## config.mk

```make
export PLATFORM = sky130hd
export DESIGN_NAME = gen_emu_clks_ctrl
export DESIGN_NICKNAME = d
export VERILOG_FILES = /design/src/rtl/emu_clk_pkg.sv /design/src/rtl/emu_clk_buf.sv /design/src/rtl/gen_emu_clks_ctrl.sv
export SDC_FILE = /design/constraint.sdc
export NUM_CORES = 1
export LEC_CHECK = 0
export ABC_CLOCK_PERIOD_IN_PS = 1600
export CORE_MARGIN = 2
export CORE_UTILIZATION = 31
export CTS_CLUSTER_DIAMETER = 100
export CTS_CLUSTER_SIZE = 30
export DETAILED_ROUTE_END_ITERATION = 7
export GPL_ROUTABILITY_DRIVEN = 1
export PLACE_DENSITY = 0.85
export SYNTH_ARGS = -nofsm -noshare
export SYNTH_HDL_FRONTEND = slang
export SYNTH_SLANG_ARGS = --single-unit
```

## constraint.sdc

```tcl
create_clock -name emu_clk_2x -period 1.6 [get_ports emu_clk_2x]
set_input_delay 0.16 -clock emu_clk_2x [delete_from_list [all_inputs] [get_ports emu_clk_2x]]
set_output_delay 0.16 -clock emu_clk_2x [all_outputs]
set_load 0.05 [all_outputs]
```

## src/rtl/emu_clk_pkg.sv

```systemverilog
// Shared types for the emulator clock controller.
package emu_clk_pkg;

  localparam logic [1:0] ST_RUN   = 2'd0;
  localparam logic [1:0] ST_PAUSE = 2'd1;
  localparam logic [1:0] ST_STEP  = 2'd2;

  typedef enum logic [1:0] {
    RUN   = ST_RUN,
    PAUSE = ST_PAUSE,
    STEP  = ST_STEP
  } emu_clk_state_t;

  function automatic emu_clk_state_t reset_state(input bit start_paused);
    return start_paused ? PAUSE : RUN;
  endfunction

endpackage

```

## src/rtl/emu_clk_buf.sv

```systemverilog
// Clock buffer wrapper for emu_clk and each derived clock.
// Passthrough model; the implementation flow swaps in the global buffer primitive.
module emu_clk_buf (
  input  logic clk_src,
  output logic clk_buf
);

  assign clk_buf = clk_src;

endmodule

```

## src/rtl/gen_emu_clks_ctrl.sv

```systemverilog
// Emulator clock generator: emu_clk = emu_clk_2x/2 with pause/single-step
// control and N gated derived clocks updated on each emu_clk rise.
// Optional emu_clk rise counter enabled by defining EMU_CYCLE_COUNTER_EN.
module gen_emu_clks_ctrl #(
  parameter int unsigned N            = 2,
  parameter int unsigned CNT_W        = 64,
  parameter bit          START_PAUSED = 1'b0
) (
  input  logic             emu_clk_2x,
  input  logic             emu_rst,
  output logic             emu_clk,
  input  logic [N-1:0]     clk_vals,
  input  logic [N-1:0]     clk_en,
  output logic [N-1:0]     clks,
  input  logic             emu_pause,
  input  logic             step_req,
  output logic             step_done,
  output logic             emu_running,
  output logic [CNT_W-1:0] emu_cycle
);

  import emu_clk_pkg::*;

  emu_clk_state_t state;
  emu_clk_state_t state_next;
  logic           ph;
  logic           ph_next;
  logic           rise;
  logic [N-1:0]   clks_q;

  // State register: FSM state and emu_clk phase.
  always_ff @(posedge emu_clk_2x) begin
    if (emu_rst) begin
      state <= reset_state(START_PAUSED);
      ph    <= 1'b0;
    end else begin
      state <= state_next;
      ph    <= ph_next;
    end
  end

  // Next state: decisions only in the rise slot (ph==0); a high phase always falls.
  always_comb begin
    state_next = state;
    ph_next    = 1'b0;
    if (!ph) begin
      case (state)
        RUN: begin
          if (emu_pause) state_next = PAUSE;
          else           ph_next    = 1'b1;
        end
        PAUSE: begin
          if (!emu_pause) begin
            state_next = RUN;
            ph_next    = 1'b1;
          end else if (step_req) begin
            state_next = STEP;
            ph_next    = 1'b1;
          end
        end
        default: state_next = PAUSE;
      endcase
    end else if (state == STEP) begin
      state_next = PAUSE;
    end
  end

  // Outputs decoded from the registered state.
  always_comb begin
    rise        = !ph && ph_next;
    emu_running = (state != PAUSE);
  end

  // Derived-clock channels and step completion pulse.
  always_ff @(posedge emu_clk_2x) begin
    if (emu_rst) begin
      clks_q    <= '0;
      step_done <= 1'b0;
    end else begin
      step_done <= ph && (state == STEP);
      if (rise) clks_q <= clk_vals & clk_en;
    end
  end

`ifdef EMU_CYCLE_COUNTER_EN
  logic [CNT_W-1:0] cycle_q;

  // Count emu_clk rises; wraps naturally at 2^CNT_W.
  always_ff @(posedge emu_clk_2x) begin
    if (emu_rst)   cycle_q <= '0;
    else if (rise) cycle_q <= cycle_q + CNT_W'(1);
  end

  assign emu_cycle = cycle_q;
`else
  assign emu_cycle = '0;
`endif

  emu_clk_buf u_emu_clk_buf (
    .clk_src (ph),
    .clk_buf (emu_clk)
  );

  for (genvar k = 0; k < N; k++) begin : g_chan
    emu_clk_buf u_clk_buf (
      .clk_src (clks_q[k]),
      .clk_buf (clks[k])
    );
  end

endmodule

```

* Word level (Yosys, flattened, before mapping) *
Cells that the tools add are included.

storage, ports and cells
  register bits = 6

operators by class
  bitwise operators = 1
  reductions and logical operators = 5
  muxes and demuxes = 11
  equality and inequality tests = 6

operators with widths
  operator            number
  $mux 2              5
  $mux 1              4
  $ne 2x1->1 const B  2
  $ne 4x4->1 const B  1
  $pmux 2 s2          1
  $ne 3x3->1 const B  1
  $reduce_and 3->1    1
  $and 2x2->2         1
  $eq 2x1->1 const B  1
  $eq 2x2->1 const B  1
  $logic_and 1x1->1   2
  $logic_not 2->1     1
  $pmux 1 s2          1
  $logic_not 1->1     1

* Depth between registers and ports, before layout *
Gate-level depths: netlist of run 1.

  depth in word-level cells = 5
  depth in mapped cells = 4
  depth with buffers taken out = 3

* Cells and area by module *
A second synthesis of run 1 with hierarchy kept.

unflattened totals
  cell total of the unflattened synthesis = 94
  area total of the unflattened synthesis = 745.7 um2

by module, submodules not included
  module             area each (um2)  instances  cells an instance  sequential area each (um2)
  gen_emu_clks_ctrl  723.2            1          91                 120.1
  emu_clk_buf        7.5              3          1                  0.0

* Worst setup path after synthesis of run 1 *
No wires, ideal clock.

  kind = register to register
  from = register ph
  to = register state[1]
  library setup time = 116 ps
  period minus slack after synthesis = 1240 ps
  cell stages (with the launch flop) = 5
  slack = 360 ps
  data arrival time = 1124 ps
  cell sequence = dfxtp_1 > buf_6 > nand3b_1 > o21ai_1 > and3_1

on the way
  word-level cells in the longest chain between the ends = 2
  elaborated cells between the ends (all ways) = 5

ends and longest elaborated chain
  element                                             RTL line                 text
  start: declaration                                  gen_emu_clks_ctrl.sv:26  logic ph;
  start signal: assignment                            gen_emu_clks_ctrl.sv:38  ph <= ph_next;
  $ne 4x4->1 (no line), or another cell as far along  -
  $reduce_and 3->1 (no line)                          -
  end signal: assignment                              gen_emu_clks_ctrl.sv:34  state <= reset_state(START_PAUSED);
  end signal: assignment                              gen_emu_clks_ctrl.sv:37  state <= state_next;
  end: declaration                                    gen_emu_clks_ctrl.sv:24  emu_clk_state_t state;

Several ways; a longest one is shown, not always the timed one.
A chain may end at the register's enable or synchronous reset.

* Final worst setup path of run 1 *
  from = register state[1]
  to = output emu_running

on the way
  word-level cells in the longest chain between the ends = 1

ends and longest elaborated chain
  element           RTL line                 text
  $ne 2x1->1        gen_emu_clks_ctrl.sv:71  emu_running = (state != PAUSE);
  end: declaration  gen_emu_clks_ctrl.sv:18  output logic emu_running,

No other way between the ends.

==> qor.csv, run 1 <==
metric,value,unit
num_rows,17,
dieArea,2870,um^2
netlist_instances,93,
gr-usage-all-layers,6.10,%
cts_buffer_depth,2,
setup_viol,0,
ioPinCount,77,
wl_per_cell,7.08,um
area_growth,-11.2,%
fin_crit_sh,78.3,%
yosys.area.top_type_share,65.1,%
clk_pin_slew,0.05,ns
pre_cts_slack,0.328,ns
fmax,798,MHz
crit_cells,2,
synth_compound_gate_area_share,8.06,%
crit_path_end_kind,output port,
finalWorstSetupSlack,0.347,ns
portBuffers,12,
path_cells,or2b_1 > buf_12,
hold_viol_final,0,
crit_path_max_fanout,10,
postCtsSetupBuffers,0,
synth_top_cell_by_area,buf_4,
holdPathStages,2,
required,1.44,ns
overflow,0,
fin_skew,0.00422,ns
synth_top_family_by_area,buffers and inverters,
clk_latency,0.25,ns
seq_area_frac_synth,15.8,%
drv_slew,0,
peakVddDrop,0.000424,V
min_period,1.25,ns
critPathKind,reg -> out,
die_h,53.5,um
cts.sinks,6,
cpPeakStageDelay,0.40,ns
place_area,653,um^2
crit_path_top_delay_cell,dfxtp_1,
core,2280,um^2
synth-seq-cells,6,
fill_cells,246,
leakage,0.375,nW
cp_num_buf_inv,1,
route.vias.total,408,
synth_area_leaders,"buf_4 (65%), dfxtp_1 (16%), o311ai_1 (2.3%), o41ai_1 (2.3%), and4bb_2 (1.6%)",
n_antenna_cell,0,
drtAntennaViolNets,0,
cts_root_buf,clkbuf_4,
p_per_area,1060,nW/um^2
ctsResizeCount,0,
drc,0,
synth-adder-area-share,0,%
hold_path_class,reg -> reg,
synth-simple-area-share,7.89,%
drive_gt1_share,9.71,%
synth_cell_types,19,
finalWirelength,928,um
fp.dieW,53.5,um
cts_tree,done,
start_kind,register,
hold_buffers,0,
htreeDepth,1,
antenna_found_initial,0,
gp_congestion,0.645,
grt_max_degree,12,
synth-xor-area-share,0,%
first_pass_iters,3,
arrival,1.09,ns
rsz0062_at_grt,no,
start_util,33.4,%
status,"finished, final reports clean",
nets,113,
tns,0,ns
dp_hpwl,777,um
numCtsBuffers,3,
vias_per_cell,3.11,
yosysWarningCount,0,
grt_pass1_vias,223,
maxCapViolations,0,
worstRegToRegCells,3,
grt_pass1_wl,1.15,mm
final_cell_area,676,um^2
muxShareOfSynthArea,0,%
drt_iter0_drc,7,
syn_area,761,um^2
syn_avg_cell_area,8.18,um^2
cp_top_family,flip-flops,
-- area by class of cell --
type	count	area, um^2	share of cell area, %
Clock buffer	3	22.5	3.33
Inverter	1	3.75	0.556
Multi-Input combinational cell	81	362	53.5
Sequential cell	6	120	17.8
Timing Repair Buffer	12	133	19.6
Tap cell	28	35.0	5.19
-- power by group --
part / switching (mW) / leakage, nW / internal, mW / total, mW
logic: 0.366 / 0.312 / 0.0414 / 0.407
clock network: 0.0554 / 0.0138 / 0.0849 / 0.140
registers: 0.0107 / 0.0490 / 0.157 / 0.168
-- tightest hold or removal path, cell delays in order (launching register included) --
cell and delay, ns:
dfxtp_1 0.31, o311ai_1 0.06, o41ai_1 0.06
-- cells in the mapped netlist --
library cell	n
dfxtp_1	6
and3_1	1
or2b_1	1
buf_6	1
o311ai_1	2
a21oi_1	2
inv_1	1
nor4_1	1
nand2_1	1
and4bb_2	1
nand2b_1	1
nand3b_1	1
buf_4	66
conb_1	1
a21boi_2	1
o41ai_1	2
buf_2	1
o21ai_1	1
nand3_1	2
-- per-stage QoR --
stage	hold WS [ns]	power [mW]	instances	util (%)
3_3_place_gp	0.467	0.573	128	28.7
4_1_cts	0.483	0.723	131	29.7
3_5_place_dp	0.477	0.575	128	28.7
6_report	0.485	0.715	131	29.7
5_1_grt	0.521	0.752	131	29.7
2_1_floorplan	0.229	0.660	156	-
-- cell families after synthesis --
logic type / count (synthesis)
flip-flops: 6
other: 1
AO/OA/AOI/OAI: 8
AND/OR/NAND/NOR: 9
buffers and inverters: 69
-- cell usage in the layout (no fill, tap or decap), drive strengths merged --
cell            n
or2b            1
buf             5
a21boi          1
and4bb          1
dfxtp           6
clkdlybuf4s50   7
a21oi           2
inv             1
nand3           2
nor4            1
o21ai           1
o311ai          2
nand2b          1
o41ai           2
and3            1
clkbuf          3
nand2           1
conb           64
nand3b          1
-- registers in the layout, summed over array words and instances (netlist names) --
signal,count
state,2
step_done,1
ph,1
clks_q,2
-- final timing paths --
check        slack, ns      start           to
max               0.35   state[1]  emu_running
min               0.48  clks_q[1]    clks_q[1]
max reg2reg       0.54         ph     state[1]
min reg2reg       0.48  clks_q[1]    clks_q[1]
-- routing by layer --
metal / up-vias / share of wire [%] / track usage, %
met4: 0 / 0 / 3.85
met3: 0 / 20 / 4.44
met2: 45 / 45 / 7.41
met1: 173 / 35 / 7.41
met5: - / 0 / 0
li1: 190 / - / -
No activity file was read; power rests on OpenSTA's default activity.
==> run 2: changes to the inputs <==
Settings changed: ABC_CLOCK_PERIOD_IN_PS 1600 to 1000, CORE_UTILIZATION 31 to 26, PLACE_DENSITY 0.85 to 0.76.
Clock period 1.6 ns to 1 ns, I/O delays scaled along.
==> qor.csv, run 2 (synthesized netlist as in run 1, its figures left out) <==
metric,value,unit,change
violations,setup timing,,
numCtsBuffers,3,,unchanged
worstRegToRegCells,3,,unchanged
hold_buffers,0,,unchanged
final_cell_mix,"conb_1 (64), clkdlybuf4s50_1 (7), buf_12 (5)",,"was conb_1 (64), clkdlybuf4s50_1 (7), dfxtp_1 (6)"
num_rows,19,,was 17
p_per_area,1500,nW/um^2,was 1060 nW/um^2
first_pass_iters,4,,was 3
vias_per_cell,3.09,,was 3.11
status,finished with violations,,"was finished, final reports clean"
area_growth,3.62,%,was -11.2%
final_core_util,28.6,%,was 29.7%
power_frac_clock,19.5,%,was 19.6%
hold_viol_final,0,,unchanged
fp.dieW,58.1,um,was 53.5 um
power.internal,0.487,mW,was 0.283 mW
seqPwrFrac,22.5,%,was 23.4%
route.vias.total,427,,was 408
drc,0,,unchanged
rsz0062_at_grt,yes,,was no
fin_hold_ws,0.457,ns,was 0.485 ns
ioPinCount,77,,unchanged
drtAntennaViolNets,0,,unchanged
critPathKind,reg -> out,,unchanged
wl_per_cell,7.14,um,was 7.08 um
die_h,58.1,um,was 53.5 um
reg.largest.list,"clks_q: 2 flops, state: 2 flops",,unchanged
dp_hpwl,777,um,unchanged
required,0.90,ns,was 1.44 ns
tns,-0.0916,ns,was 0 ns
arrival,0.98,ns,was 1.09 ns
maxCapViolations,0,,unchanged
htreeDepth,1,,unchanged
finalWorstSetupSlack,-0.0767,ns,was 0.347 ns
cts_buffer_depth,2,,unchanged
hold_path_class,in -> reg,,was reg -> reg
combPwrFrac,57.9,%,was 57.0%
gr-usage-all-layers,4.61,%,was 6.10%
dieArea,3370,um^2,was 2870 um^2
power_switching_share,58.9,%,was 60.4%
n_antenna_cell,0,,unchanged
grt_pass1_vias,319,,was 223
min_period,1.08,ns,
fin_skew,0.00448,ns,was 0.00422 ns
grt_max_degree,12,,unchanged
fmax,929,MHz,
gp_congestion,0.706,,was 0.645
start_kind,register,,unchanged
portBuffers,12,,unchanged
clk_latency,0.24,ns,was 0.25 ns
finalWirelength,986,um,was 928 um
cts.sinks,6,,unchanged
clk_pin_slew,0.04,ns,was 0.05 ns
start_util,27.6,%,was 33.4%
final_common_cell,conb_1,,unchanged
holdPathStages,3,,was 2
drv_slew,0,,unchanged
pre_cts_slack,-0.225,ns,was 0.328 ns
crit_path_max_fanout,2,,was 10
leakage,0.413,nW,was 0.375 nW
setup_viol,3,,was 0
nets,116,,was 113
grt_pass1_wl,1.21,mm,was 1.15 mm
core,2760,um^2,was 2280 um^2
cts_tree,done,,unchanged
peakVddDrop,0.000511,V,was 0.000424 V
crit_path_end_kind,output port,,unchanged
finalPower,1.18,mW,was 0.715 mW
p_sw,0.698,mW,was 0.432 mW
overflow,0,,unchanged
fin_crit_sh,108,%,
cts_root_buf,clkbuf_4,,unchanged
drt_iter0_drc,6,,was 7
drive_gt1_share,17.8,%,was 9.71%
antenna_found_initial,0,,unchanged
-- run 2: changes by cell type in the layout (fill, tap and decap cells not counted), sizes merged --
cell and change:
buf +3, clkbuf +1
-- run 2: area by class of cell --
class                   instances  area [um^2]
flip-flops and latches          6          129
fillers                       293         1970
inverters                       1         3.75
clock buffers                   4         26.3
well taps                      31         38.8
multi-input cells              81          398
repair buffers                 15          193
-- run 2: routing by layer --
metal,vias up,part of all wire (%),track usage (%)
li1,201,-,-
met1,180,28,4.31
met2,46,54,8.77
met3,0,17,0.446
met4,0,0,3.99
met5,-,0,0
-- run 2: through the flow --
stage / std cells / cell area [um^2]
floorplan: 156 / 1000
detailed placement: 132 / 706
finish: 138 / 788
CTS: 138 / 767
global placement: 132 / 706
global route: 138 / 788
-- run 2: repair_timing --
action | in CTS | in global routing
pin swaps | 0 | 1
setup buffers | 2 | 0
setup endpoints to repair | 1 | 4
resized for setup | 5 | 3
-- run 2: power by group through the flow --
stage | combinational, mW | clock [mW] | sequential [mW]
6_report | 0.686 | 0.232 | 0.267
5_1_grt | 0.708 | 0.264 | 0.268
4_1_cts | 0.675 | 0.240 | 0.265
3_5_place_dp | 0.660 | 0 | 0.274
3_3_place_gp | 0.658 | 0 | 0.273
2_1_floorplan | 0.784 | 0 | 0.272
-- run 2: path summary, 6_finish.rpt --
path | startpoint | to | slack (ns)
worst min register to register | clks_q[1] | clks_q[1] | 0.52
worst max-delay path | state[1] | emu_running | -0.08
worst min-delay path | clk_vals[1] | clks_q[1] | 0.46
worst max register to register | state[1] | clks_q[1] | -0.01
-- run 2: worst max-delay path, cell delays in order (launching register included) --
cell	delay, ns
dfxtp_4	0.33
or2b_1	0.25
buf_12	0.16
==> variant 1 (config.mk and constraints of run 2) <==
Change the parameter `START_PAUSED` from 1'b0 to 1'b1.
--- a/src/rtl/gen_emu_clks_ctrl.sv
+++ b/src/rtl/gen_emu_clks_ctrl.sv
@@ -5,5 +5,5 @@
   parameter int unsigned N            = 2,
   parameter int unsigned CNT_W        = 64,
-  parameter bit          START_PAUSED = 1'b0
+  parameter bit          START_PAUSED = 1'b1
 ) (
   input  logic             emu_clk_2x,
Formal check against the unedited RTL: not equivalent (Yosys sat finds a counterexample within 4 cycles, from zero or initial values and one cycle with emu_rst high).
==> variant 1 against run 2 <==
Setup slack improved by 0.096 ns. Design area decreased by 8.4%. Power increased by 2.5%. First-iteration DRC count increased by 17%. Largest power group unchanged. Area after synthesis decreased by 3.3%. Wire length decreased by 14%. Combinational power increased by 3.8%. Sequential cell count unchanged.
==> variant 1: results (changes against run 2) <==
| Metric | Value |
|---|---|
| Outcome | complete, no violations (was complete, but fails checks) |
| Initial antenna violation count | 0 (unchanged) |
| Largest net degree at the start of global routing | 8 (was 12) |
| Total CTS buffers | 3 (unchanged) |
| Routability congestion estimate | 0.763 (was 0.706) |
| Reg2reg setup slack | 0.07 ns (was -0.01 ns) |
| First-pass DRT Iterations | 4 (unchanged) |
| Main synth FF type | dfxtp_1 (unchanged) |
| Commonest cells in the synthesized netlist | buf_4 (66), dfxtp_1 (6), a21oi_1 (3) (was buf_4 (66), dfxtp_1 (6)) |
| H-tree levels | 1 (unchanged) |
| RR Endpoint | clks_q[1]$_SDFFE_PP0P_ (unchanged) |
| Nets@finish | 115 (was 116) |
| Port buffer count | 12 (unchanged) |
| Min-delay worst type | primary input to flip-flop (unchanged) |
| Ranking of synthesized cells by area | buf_4 (67%), dfxtp_1 (16%), a21oi_1 (2.0%) (was buf_4 (65%), dfxtp_1 (16%), o311ai_1 (2.3%)) |
| Critical path peak fanout | 6 (was 2) |
| Post-CTS Setup Bufs | 0 (was 2) |
| Total Wirelength | 846 um (was 986 um) |
| Number of global-route vias before repair | 243 (was 319) |
| Count of different cell masters after synthesis | 16 (was 19) |
| Clock latency on the worst-skew pair | 0.24 ns (about the same) |
| Post-synthesis sequential area ratio | 16.3% (was 15.8%) |
| CTS root buffer | clkbuf_4 (unchanged) |
| Antenna diodes | 0 (unchanged) |
| DR vias | 412 (was 427) |
| HP Start | clk_en[1] (was clk_vals[1]) |
| Post-DP HPWL | 723 um (was 777 um) |
| Largest regs | clks_q (2), state (2) (unchanged) |
| Worst VDD drop | 712 uV (was 511 uV) |
| All-Layer GR Usage | 3.84% (was 4.61%) |
| Ys async rst share | 0% (unchanged) |
| Reg2reg path depth | 3 (unchanged) |
| Yosys warnings | 0 (unchanged) |
| Worst Setup SP | state[1]$_SDFFE_PP0P_ (unchanged) |
| DR DRC count | 0 (unchanged) |
| Layout fillers | 289 (was 293) |
| Layout cell share with drive strength beyond 1 | 11.4% (was 17.8%) |
| Worst-path clk slew | 0.04 ns (about the same) |
| First-pass GRT wire length | 959 um (was 1210 um) |
| DRT iter0 DRCs | 7 (was 6) |
| P_leak | 0.381 nW (was 0.413 nW) |
| Setup crit end | emu_running (unchanged) |
| Clock Tree Buf Depth | 2 (unchanged) |
| Skew final | 0.00171 ns (was 0.00448 ns) |
[variant 1: cell count changes in the layout (fill, tap and decap cells not counted), sizes merged, moves of 2 or more]
cell / delta
nor2: +2
o41ai: -2
o311ai: -2
nand4: +2
buf: -3
[variant 1: worst min-delay path by stage]
stage	to	slack (ns)	depth (start not counted)
global route	clks_q[1]$_SDFFE_PP0P_	0.43	3
detailed placement	state[1]$_SDFFE_PP0P_	0.50	2
global placement	state[1]$_SDFFE_PP0P_	0.49	2
floorplan	clks_q[0]$_SDFFE_PP0P_	0.17	1
CTS	clks_q[1]$_SDFFE_PP0P_	0.43	3
finish	clks_q[1]$_SDFFE_PP0P_	0.43	3
[variant 1: worst max-delay path, cell delays in order (launching register included)]
cell,delay (ns)
dfxtp_4,0.35
nand2b_4,0.14
buf_12,0.14
[variant 1: area by class of cell]
cell class	instances	share of cell area, %
sequential	6	17.5
timing repair buffer	12	23.6
tap	31	5.37
multi-input combinational	84	50.4
clock buffer	3	3.12
[variant 1: logic make-up (layout without fill, tap and decap cells)]
family | Yosys count | count (layout) | share of synthesized area, %
simple gates | 12 | 12 | 9.01
compound gates | 8 | 8 | 6.80
other cells | 1 | 64 | 0.510
buf+inv | 66 | 15 | 67.3
flops | 6 | 6 | 16.3
[variant 1: timing repair]
action,4_1_cts,5_1_grt
gates resized for setup,3,1
endpoints found under the setup margin,1,1
pin swaps,0,0
[variant 1: per-stage QoR]
stage | cell area [um2] | hold slack, ns | util [%] | std cells | setup WS, ns
2_1_floorplan | 973 | 0.169 | - | 156 | 0.0400
3_3_place_gp | 687 | 0.491 | 25.3 | 133 | -0.154
3_5_place_dp | 687 | 0.501 | 25.3 | 133 | -0.141
4_1_cts | 719 | 0.430 | 26.5 | 136 | 0.0264
5_1_grt | 722 | 0.433 | 26.6 | 136 | -0.0107
6_report | 722 | 0.429 | 26.6 | 136 | 0.0196
[variant 1: where the power goes]
group	total, mW	internal (mW)	switching, mW
Combinational	0.712	0.101	0.611
Sequential	0.281	0.256	0.0254
Clock	0.221	0.136	0.0858
Total	1.21	0.493	0.722
[variant 1: layer usage]
layer	GRT usage [%]	up-vias	part of all wire, %
met2	6.57	46	50
met5	0	-	0
met3	1.59	0	17
li1	-	192	-
met4	2.99	0	0
met1	3.60	174	32
==> variant 2 (settings of run 2) <==
Made on the original files. Register the output `emu_running`, cleared by the reset; this adds one clock of latency there. The other outputs are not delayed to match.
--- a/src/rtl/gen_emu_clks_ctrl.sv
+++ b/src/rtl/gen_emu_clks_ctrl.sv
@@ -21,4 +21,6 @@
 
   import emu_clk_pkg::*;
+
+  logic emu_running_d;
 
   emu_clk_state_t state;
@@ -69,5 +71,5 @@
   always_comb begin
     rise        = !ph && ph_next;
-    emu_running = (state != PAUSE);
+    emu_running_d = (state != PAUSE);
   end
 
@@ -109,4 +111,12 @@
   end
 
+  always_ff @(posedge emu_clk_2x) begin
+    if (emu_rst) begin
+      emu_running <= '0;
+    end else begin
+      emu_running <= emu_running_d;
+    end
+  end
+
 endmodule
 
Function: changed (a bounded check fails within 4 cycles, from zero or initial values and one cycle with emu_rst high).
==> variant 2 against run 2 <==
The flow finishes with violations (DRC). Power rose by 4.9%. Fmax rose by 13%. Area after synthesis rose by 2.1%. Non-clock buffer count fell by 2. Sequential cell count rose by 1. Design area fell by 1.3%. Setup slack improved by 0.12 ns. Wire length fell by 1.8%. Critical endpoint is now state[0]$_SDFFE_PP0P_.
==> variant 2: results (changes against run 2) <==
| Metric | Value |
|---|---|
| Worst r2r src | ph$_SDFF_PP0_ (was state[1]$_SDFFE_PP0P_) |
| Synth Area in Adders | 0% (unchanged) |
| Critical-path top delay cell | clkdlybuf4s50_1 (was dfxtp_4) |
| Count of different cell masters after synthesis | 15 (was 19) |
| DR top layer | met3 (unchanged) |
| Layout fillers | 301 (was 293) |
| Routability congestion estimate | 0.637 (was 0.706) |
| P_leak | 0.392 nW (was 0.413 nW) |
| Largest incremental delay on the critical path | 0.47 ns (was 0.33 ns) |
| CP top delay family | buffers and inverters (was flip-flops) |
| All-Layer GR Usage | 4.37% (was 4.61%) |
| RR Endpoint | state[1]$_SDFFE_PP0P_ (was clks_q[1]$_SDFFE_PP0P_) |
| Post-synthesis sequential area ratio | 18.0% (was 15.8%) |
| First-pass DRT Iterations | 6 (was 4) |
| WL met2 | 544 um (was 534 um) |
| Nature of the critical path startpoint | primary input (was flip-flop) |
| Post-synthesis compound-gate area fraction | 7.89% (was 8.06%) |
| Post-synthesis mux area share | 1.29% (was 0%) |
| Number of global-route vias before repair | 275 (was 319) |
| Post-CTS Setup Bufs | 0 (was 2) |
| Ranking of synthesized cells by area | buf_4 (64%), dfxtp_1 (18%), o311ai_0 (2.3%) (was buf_4 (65%), dfxtp_1 (16%), o311ai_1 (2.3%)) |
| Skew final | 0.00325 ns (was 0.00448 ns) |
| Met2 usage | 8.03% (was 8.77%) |
| CTS resizes | 1 (was 5) |
| Total Wirelength | 968 um (was 986 um) |
| Commonest cells in the synthesized netlist | buf_4 (66), dfxtp_1 (7), a21oi_1 (3) (was buf_4 (66), dfxtp_1 (6)) |
| Nets@finish | 114 (was 116) |
| Data arrival at the endpoint of the critical path | 1.13 ns (was 0.98 ns) |
| Met3 wire length | 154 um (was 170 um) |
| GR Util met1 | 3.34% (was 4.31%) |
| DR vias | 426 (was 427) |
| Clock latency on the worst-skew pair | 0.25 ns |
| Worst Setup SP | emu_pause (was state[1]$_SDFFE_PP0P_) |
| Antenna-violating nets left | 0 (unchanged) |
| Gr ovfl total | 0 (unchanged) |
| DR DRC count | 6 (was 0) |
| Outcome | complete, but fails checks (unchanged) |
| Reg2reg setup slack | 0.04 ns (was -0.01 ns) |
| DRT met1 WL | 269 um (was 281 um) |
| DRT iter0 DRCs | 8 (was 6) |
| Ys async rst share | 0% (unchanged) |
| Violated checks | DRC (was setup timing) |
| Layout cell share with drive strength beyond 1 | 15.2% (was 17.8%) |
| Critical path peak fanout | 6 (was 2) |
| Worst VDD drop | 346 uV (was 511 uV) |
| Post-DP HPWL | 828 um (was 777 um) |
| GRT met3 Usage | 1.32% (was 0.446%) |
| First-pass GRT wire length | 1050 um (was 1210 um) |
| Setup crit end | state[0]$_SDFFE_PP0P_ (was emu_running) |
| H-tree levels | 1 (unchanged) |
| Total CTS buffers | 3 (unchanged) |
| Largest net degree at the start of global routing | 11 (was 12) |
==> variant 2: final cells by class <==
class | instances | area [um2] | share of cell area, %
clock buffers | 4 | 26.3 | 3.38
inverters | 2 | 7.51 | 0.965
multi-input cells | 79 | 382 | 49.0
flip-flops and latches | 7 | 146 | 18.8
well taps | 31 | 38.8 | 4.98
repair buffers | 13 | 178 | 22.8
==> variant 2: report_power, final <==
group	total, mW	leakage [nW]	internal [mW]	switching (mW)
sequential	0.320	0.0589	0.295	0.0252
clock	0.250	0.0150	0.152	0.0978
combinational	0.673	0.319	0.0848	0.588
==> variant 2: metrics by stage <==
step / instance area, um2 / std cells / hold slack [ns] / setup slack [ns]
global route: 778 / 136 / 0.451 / -0.0129
global placement: 727 / 132 / 0.500 / -0.222
floorplan: 1020 / 155 / 0.167 / -0.0475
finish: 778 / 136 / 0.433 / 0.0449
CTS: 754 / 136 / 0.430 / 0.0230
detailed placement: 727 / 132 / 0.512 / -0.230
